$ cat config.mk
export PLATFORM = sky130hd
export DESIGN_NAME = alsu_pipe
export DESIGN_NICKNAME = d
export VERILOG_FILES = /design/src/rtl/alsu_pipe.sv
export SDC_FILE = /design/constraint.sdc
export NUM_CORES = 1
export LEC_CHECK = 0
export CORE_ASPECT_RATIO = 1.4
export CORE_MARGIN = 5
export CORE_UTILIZATION = 51
export CTS_CLUSTER_DIAMETER = 60
export DETAILED_ROUTE_END_ITERATION = 8
export PLACE_DENSITY = 0.84
export SETUP_SLACK_MARGIN = 0.15
export SKIP_CTS_REPAIR_TIMING = 1
export SLEW_MARGIN = 0
export SYNTH_ARGS = -nofsm -noshare
export SYNTH_HDL_FRONTEND = slang
export SYNTH_SLANG_ARGS = --single-unit
$ cat constraint.sdc
create_clock -name clk -period 3 [get_ports clk]
set_clock_uncertainty 0.2 [all_clocks]
set_input_delay 0.75 -clock clk [delete_from_list [all_inputs] [get_ports clk]]
set_output_delay 0.75 -clock clk [all_outputs]
set_load 0.02 [all_outputs]
$ cat src/rtl/alsu_pipe.sv
// alsu_pipe: two-stage pipelined arithmetic/logic/shift unit.
// Stage 1 registers operands, opcode and control flags. Stage 2 computes
// and registers the result, the error flag and the LED blink bank. A valid
// qualifier travels alongside the data.
module alsu_pipe #(
  parameter int    WIDTH          = 3,
  parameter string INPUT_PRIORITY = "A",
  parameter string FULL_ADDER     = "ON",
  parameter int    LED_WIDTH      = 16
) (
  input  logic                   clk,
  input  logic                   rst,
  input  logic                   valid_in,
  input  logic [WIDTH-1:0]       A,
  input  logic [WIDTH-1:0]       B,
  input  logic [2:0]             opcode,
  input  logic                   cin,
  input  logic                   serial_in,
  input  logic                   direction,
  input  logic                   red_op_A,
  input  logic                   red_op_B,
  input  logic                   bypass_A,
  input  logic                   bypass_B,
  output logic [2*WIDTH-1:0]     out,
  output logic                   valid_out,
  output logic                   err,
  output logic [LED_WIDTH-1:0]   leds
);

  localparam int OUT_W  = 2 * WIDTH;
  localparam bit PRIO_B = (INPUT_PRIORITY == "B");
  localparam bit FA_ON  = (FULL_ADDER == "ON");

  typedef enum logic [2:0] {
    OP_AND   = 3'd0,
    OP_XOR   = 3'd1,
    OP_ADD   = 3'd2,
    OP_MUL   = 3'd3,
    OP_SHIFT = 3'd4,
    OP_ROT   = 3'd5,
    OP_RSV6  = 3'd6,
    OP_RSV7  = 3'd7
  } op_e;

  // Stage-1 registers
  logic [WIDTH-1:0] a_q, b_q;
  op_e              op_q;
  logic             cin_q, sin_q, dir_q;
  logic             red_a_q, red_b_q, byp_a_q, byp_b_q;
  logic             s1_valid_q;

  // Stage-2 registers and their next-state values
  logic [OUT_W-1:0]     out_q, out_d;
  logic                 valid_q;
  logic                 err_q, err_d;
  logic [LED_WIDTH-1:0] leds_q, leds_d;

  // Operand selections derived from the registered flags
  logic [WIDTH-1:0] byp_val, red_src;
  logic             bypass, red_any, invalid;

  // Capture all inputs when qualified; contents hold otherwise.
  // NOTE: clocked state is written with <= so every register samples the
  // pre-edge values; blocking = here would create order-dependent races.
  always_ff @(posedge clk) begin
    if (rst) begin
      a_q        <= '0;
      b_q        <= '0;
      op_q       <= OP_AND;
      cin_q      <= 1'b0;
      sin_q      <= 1'b0;
      dir_q      <= 1'b0;
      red_a_q    <= 1'b0;
      red_b_q    <= 1'b0;
      byp_a_q    <= 1'b0;
      byp_b_q    <= 1'b0;
      s1_valid_q <= 1'b0;
    end else begin
      s1_valid_q <= valid_in;
      if (valid_in) begin
        a_q     <= A;
        b_q     <= B;
        op_q    <= op_e'(opcode);
        cin_q   <= cin;
        sin_q   <= serial_in;
        dir_q   <= direction;
        red_a_q <= red_op_A;
        red_b_q <= red_op_B;
        byp_a_q <= bypass_A;
        byp_b_q <= bypass_B;
      end
    end
  end

  assign bypass  = byp_a_q | byp_b_q;
  assign red_any = red_a_q | red_b_q;
  assign invalid = (op_q == OP_RSV6) || (op_q == OP_RSV7) ||
                   (red_any && (op_q != OP_AND) && (op_q != OP_XOR));

  // When both flags of a pair are set, the priority operand wins.
  assign byp_val = (byp_a_q && byp_b_q) ? (PRIO_B ? b_q : a_q) :
                   (byp_a_q ? a_q : b_q);
  assign red_src = (red_a_q && red_b_q) ? (PRIO_B ? b_q : a_q) :
                   (red_a_q ? a_q : b_q);

  // Result, error and LED next-state: bypass, then invalid, then opcode.
  // NOTE: every output gets a default first so no path leaves a latch.
  always_comb begin
    out_d  = '0;
    err_d  = 1'b0;
    leds_d = '0;
    if (bypass) begin
      out_d = OUT_W'(byp_val);
    end else if (invalid) begin
      err_d  = 1'b1;
      leds_d = ~leds_q;
    end else begin
      case (op_q)
        OP_AND:   out_d = red_any ? OUT_W'(&red_src) : OUT_W'(a_q & b_q);
        OP_XOR:   out_d = red_any ? OUT_W'(^red_src) : OUT_W'(a_q ^ b_q);
        OP_ADD:   out_d = OUT_W'(a_q) + OUT_W'(b_q) + OUT_W'(cin_q & FA_ON);
        OP_MUL:   out_d = OUT_W'(a_q) * OUT_W'(b_q);
        OP_SHIFT: out_d = dir_q ? {out_q[OUT_W-2:0], sin_q}
                                : {sin_q, out_q[OUT_W-1:1]};
        OP_ROT:   out_d = dir_q ? {out_q[OUT_W-2:0], out_q[OUT_W-1]}
                                : {out_q[0], out_q[OUT_W-1:1]};
        default:  out_d = '0;
      endcase
    end
  end

  // Register the result when stage 1 holds a valid operation; pulse flags.
  always_ff @(posedge clk) begin
    if (rst) begin
      out_q   <= '0;
      leds_q  <= '0;
      valid_q <= 1'b0;
      err_q   <= 1'b0;
    end else if (s1_valid_q) begin
      out_q   <= out_d;
      leds_q  <= leds_d;
      valid_q <= 1'b1;
      err_q   <= err_d;
    end else begin
      valid_q <= 1'b0;
      err_q   <= 1'b0;
    end
  end

  assign out       = out_q;
  assign valid_out = valid_q;
  assign err       = err_q;
  assign leds      = leds_q;

endmodule
* Word-level counts from Yosys, hierarchy flattened
Cells that the tools add are included.
Widths: inputs -> output; s select.
** Cells by class
- $add $sub $neg :: 2
- Multipliers :: 1
- Divide/modulo/power cells :: 0
- Order comparisons :: 0
- Equal/unequal tests :: 8
- Shifts and indexed selects :: 0
- Muxes and demuxes :: 15
- Bitwise operators :: 6
- Reductions and logical operators :: 11
** Operator list (number)
- $pmux 6 s6 :: 1
- $mux 16 :: 2
- $mux 6 :: 4
- $mux 3 :: 6
- $not 16->16 :: 1
- $eq 3x3->1 const B :: 4
- $eq 3x2->1 const B :: 2
- $mul 3x3->6 :: 1
- $add 4x1->5 :: 1
- $add 3x3->4 :: 1
- $logic_and 1x1->1 :: 4
- $and 3x3->3 :: 1
- $eq 3x1->1 const B :: 1
- $logic_not 3->1 :: 1
- $ne 3x1->1 const B :: 1
- $reduce_and 3->1 :: 1
- $reduce_bool 3->1 :: 1
- $reduce_or 3->1 :: 1
- $reduce_xor 3->1 :: 1
- $xor 3x3->3 :: 1
- $logic_or 1x1->1 :: 2
- $mux 1 :: 2
- $or 1x1->1 :: 2
- $not 1->1 :: 1
** Word-level totals
- Bits in registers :: 41
- Bits in latches :: 0
- RAM bits :: 0
- ROM bits :: 0
- Input bits :: 19
- Output and inout port bits :: 24
- Word-level logic and storage cells :: 58
- Memories kept :: 0

* Longest topological paths before layout
Gate-level depths: netlist of run 1.
- Word-level depth :: 7
- Depth in mapped cells :: 9
- Mapped depth without buffers :: 9

* Least setup slack after synthesis of run 1
No wires, ideal clock.
- Path kind :: register to register
- From :: reg a_q[1]
- To :: reg out_q[4], in the netlist out[4]
- Library setup time :: 70 ps
- Arrival :: 2145 ps
- Data required time :: 2730 ps
- Path slack :: 584 ps
- Cell stages (with the launch flop) :: 10
- Buffers on the path :: 0
- Period minus slack after synthesis :: 2416 ps
- Cells stage by stage :: dfxtp_1 > ha_1 > xnor2_1 > ha_1 > ha_1 > fa_1 > xnor2_1 > o32ai_1 > nand3_1 > a21oi_1
** On the way
- Word-level cells in the longest chain between the ends :: 5
- Elaborated cells between the ends (all ways) :: 6
- Those cells by class :: 2 x add/sub; 1 x mul; 3 x mux
** Ends and longest elaborated chain
- start, declared :: line 46 : logic [WIDTH-1:0] a_q, b_q;
- start signal, assigned :: line 67 : a_q <= '0;
- start signal, assigned :: line 81 : a_q <= A;
- $add 3x3->4 :: line 121 : OP_ADD: out_d = OUT_W'(a_q) + OUT_W'(b_q) + OUT_W'(cin_q & FA_ON);
- $add 4x1->5 :: line 121
- $pmux 6 s6 (*) :: line 118 : case (op_q)
- $mux 6 (*) :: line 114 : end else if (invalid) begin
- $mux 6 (*) :: line 112 : if (bypass) begin
- end signal, assigned :: line 140 : out_q <= out_d;
- end, declared :: line 53 : logic [OUT_W-1:0] out_q, out_d;
Every way passes the cells marked *; elsewhere a longest branch is shown, timed or not.
A chain may end at the register's enable or synchronous reset.

* Worst setup path in the final report of run 1
Same ends and word-level chain as after synthesis.

==> results.sh, run 1 <==
export IMPL_core_area_um2=4170
export IMPL_max_vdd_ir_drop_mv=0.302
export IMPL_cts_root_buf="clkbuf_8"
export IMPL_worstReg2RegStart="a_q[1]"
export IMPL_drive_gt1_share_pct=11.8
export IMPL_synth_top_cell_by_area="dfxtp_1"
export IMPL_synth_edf_count=0
export IMPL_gp_congestion=0.917
export IMPL_finalCritPeriodShare_pct=87.7
export IMPL_grt_max_degree=35
export IMPL_cts_tree="done"
export IMPL_synth_ff_type="dfxtp_1"
export IMPL_cts_buffers=5
export IMPL_reg2reg_depth=9
export IMPL_syn_area_per_cell_um2=9.28
export IMPL_dr_pass1_iters=4
export IMPL_syn_num_nets=267
export IMPL_regArea_um2=823
export IMPL_initial_core_util_pct=52.1
export IMPL_reg2reg_slack_ns=0.37
export IMPL_die_h_um=87.2
export IMPL_clock_sinks=41
export IMPL_cp_end_kind="register"
export IMPL_yosysWarnings=0
export IMPL_antenna_found_initial=0
export IMPL_whs_ns=0.312
export IMPL_critPathKind="register to register"
export IMPL_vias=1791
export IMPL_synth_most_common_cell="nor2_1"
export IMPL_synth_async_reset_ratio_pct=0
export IMPL_cp_max_fo=8
export IMPL_slew_headroom_pct=60.2
export IMPL_synth_cells=234
export IMPL_final_cell_area_um2=2710
export IMPL_clk_pin_slew_ns=0.08
export IMPL_die_w_um=65.2
export IMPL_status="completed"
export IMPL_place_ws_ns=0.372
export IMPL_synthToLayoutAreaGrowth_pct=24.8
export IMPL_grt_usage_pct=19.4
export IMPL_drtIter0Drc=69
export IMPL_min_from="out[4]"
export IMPL_crit_arrival_ns=2.65
export IMPL_synth_top_area_share_pct=37.8
export IMPL_nets=303
export IMPL_cp_start_kind="register"
export IMPL_dp_cells=308
export IMPL_cp_required_ns=3.02
export IMPL_routedWlPerCell_um=16.2
export IMPL_grt_overflow=0
export IMPL_vias_per_cell=5.67
export IMPL_worst_pin_slew_ns=0.596
export IMPL_synth_area_leaders="dfxtp_1, mux2i_1, mux2_2"
export IMPL_power_density_nw_per_um2=447
export IMPL_instances_no_fill=316
export IMPL_grt_setup_unrepaired="no"
export IMPL_drt_total_wl_mm=5.11
export IMPL_ys_top_cells_by_count="nor2_1, dfxtp_1, mux2i_1"
export IMPL_n_antenna_cell=0
export IMPL_hold_depth=2
export IMPL_final_hold_violation_count=0
export IMPL_ys_ff_latch=41
export IMPL_fin_total_pwr_mw=1.21
export IMPL_grt_pass1_vias=1794
export IMPL_worstSkewPairLatency_ns=0.29
export IMPL_setup_slack_ns=0.368
export IMPL_cts_max_level=2
export IMPL_rows=28
export IMPL_tns_ns=0
export IMPL_setup_viol=0
export IMPL_fin_util_pct=65.0
export IMPL_syn_area_um2=2170
export IMPL_die_area_um2=5680
export IMPL_nFillCells=327
export IMPL_multiInputGateArea_um2=1250
export IMPL_io_pins=43
export IMPL_hpwl_mm=3.66
export IMPL_slew_violations=0
export IMPL_yosysSeqAreaShare_pct=37.8
export IMPL_drc=0
export IMPL_whs_endpoint="out[4]"
export IMPL_port_buffers=42
export IMPL_grt_pass1_wl_mm=8.65
export IMPL_synth_cell_types=38
export IMPL_antenna_left=0
export IMPL_cellLeakagePower_nw=1.06
export IMPL_clk_path_buf_depth=2
export IMPL_place_area_um2=2600
export IMPL_worstReg2RegEnd="out[4]"
export IMPL_max_cap_viol_count=0
export IMPL_fmax_mhz=380
export IMPL_hold_class="register to register"
export IMPL_fin_crit_ns=2.63
-- state kept, by name, indices dropped and copies added, names as in the netlist, 3 cells and up --
name / flops
a_q: 3
out: 6
op_q: 3
b_q: 3
leds: 16
-- routing by layer --
layer | routed length, um | GRT usage (%) | up-vias
met5 | 0 | 0 | -
met4 | 81 | 6.79 | 0
met3 | 208 | 3.62 | 8
met2 | 2660 | 33.7 | 51
met1 | 2160 | 23.7 | 850
li1 | - | - | 882
-- placed cells by master, fill, tap and decap left out, types with 2 or more instances in the layout --
| cell type | count |
|---|---|
| buf_4 | 3 |
| a21oi_1 | 5 |
| a21o_1 | 2 |
| xnor2_1 | 3 |
| o32ai_1 | 3 |
| o21ai_0 | 8 |
| o22ai_1 | 3 |
| mux2i_1 | 25 |
| clkbuf_8 | 5 |
| o32a_1 | 2 |
| dfxtp_1 | 39 |
| nand3_1 | 2 |
| nor2b_1 | 2 |
| nand2b_1 | 2 |
| clkdlybuf4s50_1 | 42 |
| and2_1 | 5 |
| nor2_1 | 42 |
| inv_1 | 8 |
| a211oi_1 | 2 |
| mux2_2 | 18 |
| dfxtp_2 | 2 |
| xor2_1 | 2 |
| nor3b_1 | 2 |
| ha_1 | 11 |
| fa_1 | 3 |
| a31oi_1 | 2 |
| nand2_1 | 14 |
-- cell families (layout without fill, tap and decap cells) --
| kind of cell | count (synthesis) | count (layout) | share of synthesized area [%] |
|---|---|---|---|
| fa+ha+maj | 14 | 14 | 9.10 |
| buf+inv | 24 | 61 | 4.84 |
| mux | 43 | 43 | 20.9 |
| xor+xnor | 5 | 5 | 2.02 |
| flops | 41 | 41 | 37.8 |
| compound gates | 34 | 34 | 10.8 |
| simple gates | 73 | 73 | 14.6 |
-- where the power goes --
part | internal, mW | total [mW] | switching [mW]
Sequential | 0.565 | 0.600 | 0.0351
Combinational | 0.0883 | 0.167 | 0.0787
Clock | 0.250 | 0.443 | 0.193
-- worst max-delay path by stage --
stage / start / to / slack [ns]
floorplan: a_q[1] / out[4] / 0.58
global placement: a_q[1] / out[4] / 0.47
detailed placement: a_q[1] / out[4] / 0.37
CTS: a_q[1] / out[4] / 0.35
global route: b_q[2] / out[4] / 0.20
finish: a_q[1] / out[4] / 0.37
-- critical path, stage by stage (launching register included) --
cell     delay (ns)
dfxtp_2        0.37
ha_1           0.25
xnor2_1        0.18
ha_1           0.25
ha_1           0.24
fa_1           0.41
xnor2_1        0.15
o32ai_1        0.26
nand3_1        0.11
a21oi_1        0.14
-- cell type report --
| cell class | count | share of cell area, % |
|---|---|---|
| clock inverter | 2 | 1.43 |
| tap | 45 | 2.08 |
| clock buffer | 6 | 2.68 |
| timing repair buffer | 45 | 16.3 |
| sequential | 41 | 30.4 |
| inverter | 8 | 1.11 |
| multi-input combinational | 169 | 46.0 |
No activity file was read; power rests on OpenSTA's default activity.
==> run 2, diff against run 1 <==
--- a/config.mk
+++ b/config.mk
@@ -6,7 +6,6 @@
 export NUM_CORES = 1
 export LEC_CHECK = 0
 export CORE_ASPECT_RATIO = 1.4
-export CORE_MARGIN = 5
 export CORE_UTILIZATION = 51
 export CTS_CLUSTER_DIAMETER = 60
 export DETAILED_ROUTE_END_ITERATION = 8
==> run 2 against run 1 <==
Compared with the run above:
- total power increased by 7.7%
- sequential share of layout area decreased by 0.33 points
- sequential cell count unchanged
- fmax decreased by 0.56%
- largest cell class unchanged
- via count increased by 1.6%
==> results.sh, run 2 (synthesis results as in run 1) <==
export IMPL_port_buffers=42
export IMPL_fmax_mhz=378
export IMPL_hold_class="register to register"
export IMPL_io_pins=43
export IMPL_fin_util_pct=67.9
export IMPL_rows=27
export IMPL_min_from="out[5]"
export IMPL_fin_total_pwr_mw=1.30
export IMPL_fin_crit_ns=2.65
export IMPL_cp_max_fo=8
export IMPL_top_usage_layer="met2"
export IMPL_clock_sinks=41
export IMPL_largest_reg_flops=16
export IMPL_use_met1_pct=27.2
export IMPL_core_area_um2=4020
export IMPL_n_antenna_cell=0
export IMPL_cp_start_kind="register"
export IMPL_cts_root_buf="clkbuf_8"
export IMPL_drive_gt1_share_pct=11.4
export IMPL_cp_required_ns=3.03
export IMPL_reg2reg_slack_ns=0.35
export IMPL_power_density_nw_per_um2=477
export IMPL_routedWlPerCell_um=15.9
export IMPL_worst_pin_slew_ns=0.600
export IMPL_cts_max_level=2
export IMPL_finalCritPeriodShare_pct=88.2
export IMPL_cts_tree="done"
export IMPL_slew_headroom_pct=59.9
export IMPL_grt_pass1_vias=1865
export IMPL_grt_use_met2_pct=42.6
export IMPL_antenna_left=0
export IMPL_cts_buffers=5
export IMPL_drc=0
export IMPL_worstReg2RegStart="a_q[1]"
export IMPL_layout_common_cells="nor2_1, clkdlybuf4s50_1, dfxtp_1"
export IMPL_status="completed"
export IMPL_initial_core_util_pct=54.0
export IMPL_cellLeakagePower_nw=1.08
export IMPL_hold_depth=2
export IMPL_grt_pass1_wl_mm=8.52
export IMPL_drt_total_wl_mm=5.00
export IMPL_grt_setup_unrepaired="no"
export IMPL_clk_pin_slew_ns=0.08
export IMPL_vias_per_cell=5.80
export IMPL_dp_cells=306
export IMPL_reg2reg_depth=9
export IMPL_setup_viol=0
export IMPL_worstSkewPairLatency_ns=0.30
export IMPL_critPathBufInv=0
export IMPL_whs_ns=0.310
export IMPL_grt_usage_pct=24.7
export IMPL_slowest_stage="dfxtp_1"
export IMPL_crit_arrival_ns=2.67
export IMPL_die_h_um=79.2
export IMPL_crit_top_cell="ha_1"
export IMPL_nets=303
export IMPL_nFillCells=328
export IMPL_worstReg2RegEnd="out[4]"
export IMPL_antenna_found_initial=0
export IMPL_critPathTopFamily="adder cells"
export IMPL_die_area_um2=4530
export IMPL_clk_path_buf_depth=2
export IMPL_die_w_um=57.2
export IMPL_hpwl_mm=3.48
export IMPL_max_cap_viol_count=0
export IMPL_synthToLayoutAreaGrowth_pct=25.7
export IMPL_grt_max_degree=35
export IMPL_tns_ns=0
export IMPL_whs_endpoint="out[5]"
export IMPL_max_vdd_ir_drop_mv=0.450
export IMPL_drtIter0Drc=70
export IMPL_gp_congestion=0.895
export IMPL_cp_end_kind="register"
export IMPL_vias=1820
export IMPL_critPathKind="register to register"
export IMPL_instances_no_fill=314
export IMPL_max_stage_delay_ns=0.48
export IMPL_slew_violations=0
export IMPL_final_hold_violation_count=0
export IMPL_cp_cell_sequence="ha_1 -> xnor2_1 -> ha_1 -> ha_1 -> fa_1 -> xnor2_1 -> o32ai_1 -> nand3_1 -> a21oi_1"
export IMPL_dr_pass1_iters=4
export IMPL_grt_overflow=0
export IMPL_use_met3_pct=5.86
## run 2: cell type report
type / count / area (um^2) / area share, %
repair buffers: 45 / 443 / 16.2
clock buffers: 5 / 68.8 / 2.52
well taps: 43 / 53.8 / 1.97
multi-input cells: 169 / 1250 / 45.6
clock inverters: 3 / 68.8 / 2.52
flip-flops and latches: 41 / 821 / 30.1
inverters: 8 / 30.0 / 1.10
## run 2: worst max-delay path by stage
| stage | start | endpoint | cells past startpoint |
|---|---|---|---|
| 2_1_floorplan | a_q[1] | out[4] | 9 |
| 3_3_place_gp | a_q[1] | out[4] | 9 |
| 3_5_place_dp | a_q[1] | out[4] | 9 |
| 4_1_cts | a_q[1] | out[4] | 9 |
| 5_1_grt | a_q[1] | out[4] | 9 |
| 6_report | a_q[1] | out[4] | 9 |
## run 2: through the flow
stage	cell area, um^2	setup WS (ns)
global route	2730	0.154
CTS	2730	0.379
global placement	2590	0.485
finish	2730	0.353
floorplan	2170	0.584
detailed placement	2590	0.397
## run 2: tightest hold or removal path, cell delays in order, from the launching register on
cell	delay, ns
dfxtp_1	0.34
inv_1	0.06
o32ai_1	0.07
## run 2: per-layer routing
layer / part of all wire [%] / wire, um / up-vias
li1: - / - / 883
met1: 39 / 1960 / 854
met2: 51 / 2570 / 64
met3: 5.1 / 256 / 19
met4: 4.2 / 208 / 0
met5: 0 / 0 / -
## run 2: report_power, final
part / leakage (nW) / switching [mW] / internal (mW)
logic: 0.672 / 0.0783 / 0.0885
clock network: 0.0687 / 0.202 / 0.335
registers: 0.335 / 0.0352 / 0.565
total: 1.08 / 0.315 / 0.988
==> run 3, diff against run 2 <==
--- a/config.mk
+++ b/config.mk
@@ -6,10 +6,11 @@
 export NUM_CORES = 1
 export LEC_CHECK = 0
 export CORE_ASPECT_RATIO = 1.4
-export CORE_UTILIZATION = 51
+export CORE_UTILIZATION = 62
 export CTS_CLUSTER_DIAMETER = 60
 export DETAILED_ROUTE_END_ITERATION = 8
-export PLACE_DENSITY = 0.84
+export DONT_BUFFER_PORTS = 1
+export PLACE_DENSITY = 0.83
 export SETUP_SLACK_MARGIN = 0.15
 export SKIP_CTS_REPAIR_TIMING = 1
 export SLEW_MARGIN = 0
==> run 3 against run 2 <==
Compared with the run above:
- critical path depth unchanged
- sequential share of layout area up 6.4 points
- die area down 17%
- final area down 17%
- clock power down 20%
- wire length down 8.3%
- total power down 12%
- utilization down 0.39 points
==> results.sh, run 3 (synthesis results as in run 1) <==
export IMPL_cp_required_ns=3.03
export IMPL_slew_violations=0
export IMPL_combPwrFrac_pct=8.9
export IMPL_vias_per_cell=6.14
export IMPL_setup_viol=0
export IMPL_mostFrequentLayoutCell="nor2_1"
export IMPL_rows=25
export IMPL_cp_max_fo=8
export IMPL_switching_power_mw=0.279
export IMPL_fin_crit_ns=2.77
export IMPL_drt_total_wl_mm=4.59
export IMPL_switching_share_pct=24.4
export IMPL_io_pins=43
export IMPL_dp_cells=259
export IMPL_final_cell_area_um2=2260
export IMPL_largest_reg_flops=16
export IMPL_status="completed"
export IMPL_clock_sinks=41
export IMPL_pwr_share_clk_pct=37.5
export IMPL_vias=1632
export IMPL_min_from="rst"
export IMPL_place_area_um2=2150
export IMPL_gp_congestion=0.908
export IMPL_cts_tree="done"
export IMPL_synthToLayoutAreaGrowth_pct=4.09
export IMPL_core_area_um2=3350
export IMPL_antenna_left=0
export IMPL_dr_pass1_iters=4
export IMPL_hpwl_mm=3.21
export IMPL_drc=0
export IMPL_tns_ns=0
export IMPL_drive_gt1_share_pct=13.3
export IMPL_grt_pass1_vias=1594
export IMPL_hold_class="input pin to register"
export IMPL_cp_cell_sequence="ha_1 -> xnor2_1 -> ha_1 -> ha_1 -> fa_1 -> xnor2_1 -> o32ai_1 -> nand3_1 -> a21oi_1"
export IMPL_layout_common_cells="nor2_1, dfxtp_1, mux2i_1"
export IMPL_die_w_um=52.0
export IMPL_crit_top_cell="ha_1"
export IMPL_fmax_mhz=361
export IMPL_antenna_found_initial=0
export IMPL_worstSkewPairLatency_ns=0.30
export IMPL_max_cap_viol_count=0
export IMPL_routedWlPerCell_um=17.2
export IMPL_clk_path_buf_depth=2
export IMPL_port_buffers=0
export IMPL_critPathTopFamily="adder cells"
export IMPL_initial_core_util_pct=64.9
export IMPL_grt_setup_unrepaired="no"
export IMPL_max_vdd_ir_drop_mv=0.487
export IMPL_use_met3_pct=7.76
export IMPL_crit_arrival_ns=2.80
export IMPL_grt_pass1_wl_mm=7.37
export IMPL_critPathLaunch="a_q[1]"
export IMPL_max_stage_delay_ns=0.42
export IMPL_finalCritPeriodShare_pct=92.2
export IMPL_slowest_stage="fa_1"
export IMPL_cts_buffers=5
export IMPL_die_h_um=72.0
export IMPL_cp_end_kind="register"
export IMPL_nets=259
export IMPL_grt_overflow=0
export IMPL_grt_use_met2_pct=44.4
export IMPL_grt_max_degree=42
export IMPL_critPathBufInv=0
export IMPL_cellLeakagePower_nw=0.899
export IMPL_use_met1_pct=29.7
export IMPL_power_density_nw_per_um2=504
export IMPL_die_area_um2=3750
export IMPL_whs_ns=0.313
export IMPL_critPathKind="register to register"
export IMPL_cts_root_buf="clkbuf_8"
export IMPL_top_usage_layer="met2"
export IMPL_slew_headroom_pct=59.9
export IMPL_final_hold_violation_count=0
export IMPL_fin_total_pwr_mw=1.14
export IMPL_n_antenna_cell=0
export IMPL_clk_pin_slew_ns=0.08
export IMPL_pwr_share_seq_pct=53.6
export IMPL_cts_max_level=2
export IMPL_cp_start_kind="register"
export IMPL_grt_usage_pct=26.9
export IMPL_drtIter0Drc=50
export IMPL_p_int_mw=0.862
export IMPL_instances_no_fill=266
export IMPL_worst_pin_slew_ns=0.601
export IMPL_worstReg2RegStart="a_q[1]"
-- run 3: changes by cell type in the layout (fill, tap and decap cells not counted), sizes merged --
cell           before  now
clkdlybuf4s50      42    0
buf                 3    1
bufinv              2    1
clkinv              0    1
inv                 9    8
-- run 3: path summary, 6_finish.rpt --
path | slack, ns | depth (start not counted) | to
max | 0.23 | 9 | out[4]
min | 0.31 | 1 | dir_q
max reg2reg | 0.23 | 9 | out[4]
min reg2reg | 0.35 | 2 | cin_q
-- run 3: area by class of cell --
cell class / count / area (um^2)
Sequential cell: 41 / 823
Fill cell: 258 / 1090
Inverter: 8 / 30.0
Tap cell: 40 / 50.0
Clock buffer: 5 / 68.8
Timing Repair Buffer: 1 / 7.51
Clock inverter: 2 / 35.0
Multi-Input combinational cell: 169 / 1250
-- run 3: through the flow --
step	utilization [%]	worst slack (ns)
floorplan	-	0.584
global placement	64.4	0.495
detailed placement	64.4	0.320
CTS	67.5	0.234
global route	67.6	0.166
finish	67.6	0.234
-- run 3: power groups by stage --
| stage | registers, mW | clock network, mW | logic, mW |
|---|---|---|---|
| final | 0.611 | 0.427 | 0.102 |
| after global routing | 0.614 | 0.447 | 0.114 |
| after CTS | 0.610 | 0.427 | 0.102 |
| after detailed placement | 0.623 | 0 | 0.100 |
| after global placement | 0.622 | 0 | 0.0973 |
| after floorplan | 0.602 | 0 | 0.109 |
-- run 3: metal layers --
metal / vias to the layer above / wire (um) / part of all wire, %
met4: 0 / 140 / 3.1
met1: 768 / 1750 / 38
met5: - / 0 / 0
met3: 16 / 307 / 6.7
met2: 62 / 2390 / 52
li1: 786 / - / -
-- run 3: worst register-to-register path: cells and delay by family (launching register included) --
kind | cells | cell delay [ns]
simple gates | 1 | 0.13
flops | 1 | 0.36
xor+xnor | 2 | 0.35
fa+ha+maj | 4 | 1.21
compound gates | 2 | 0.46
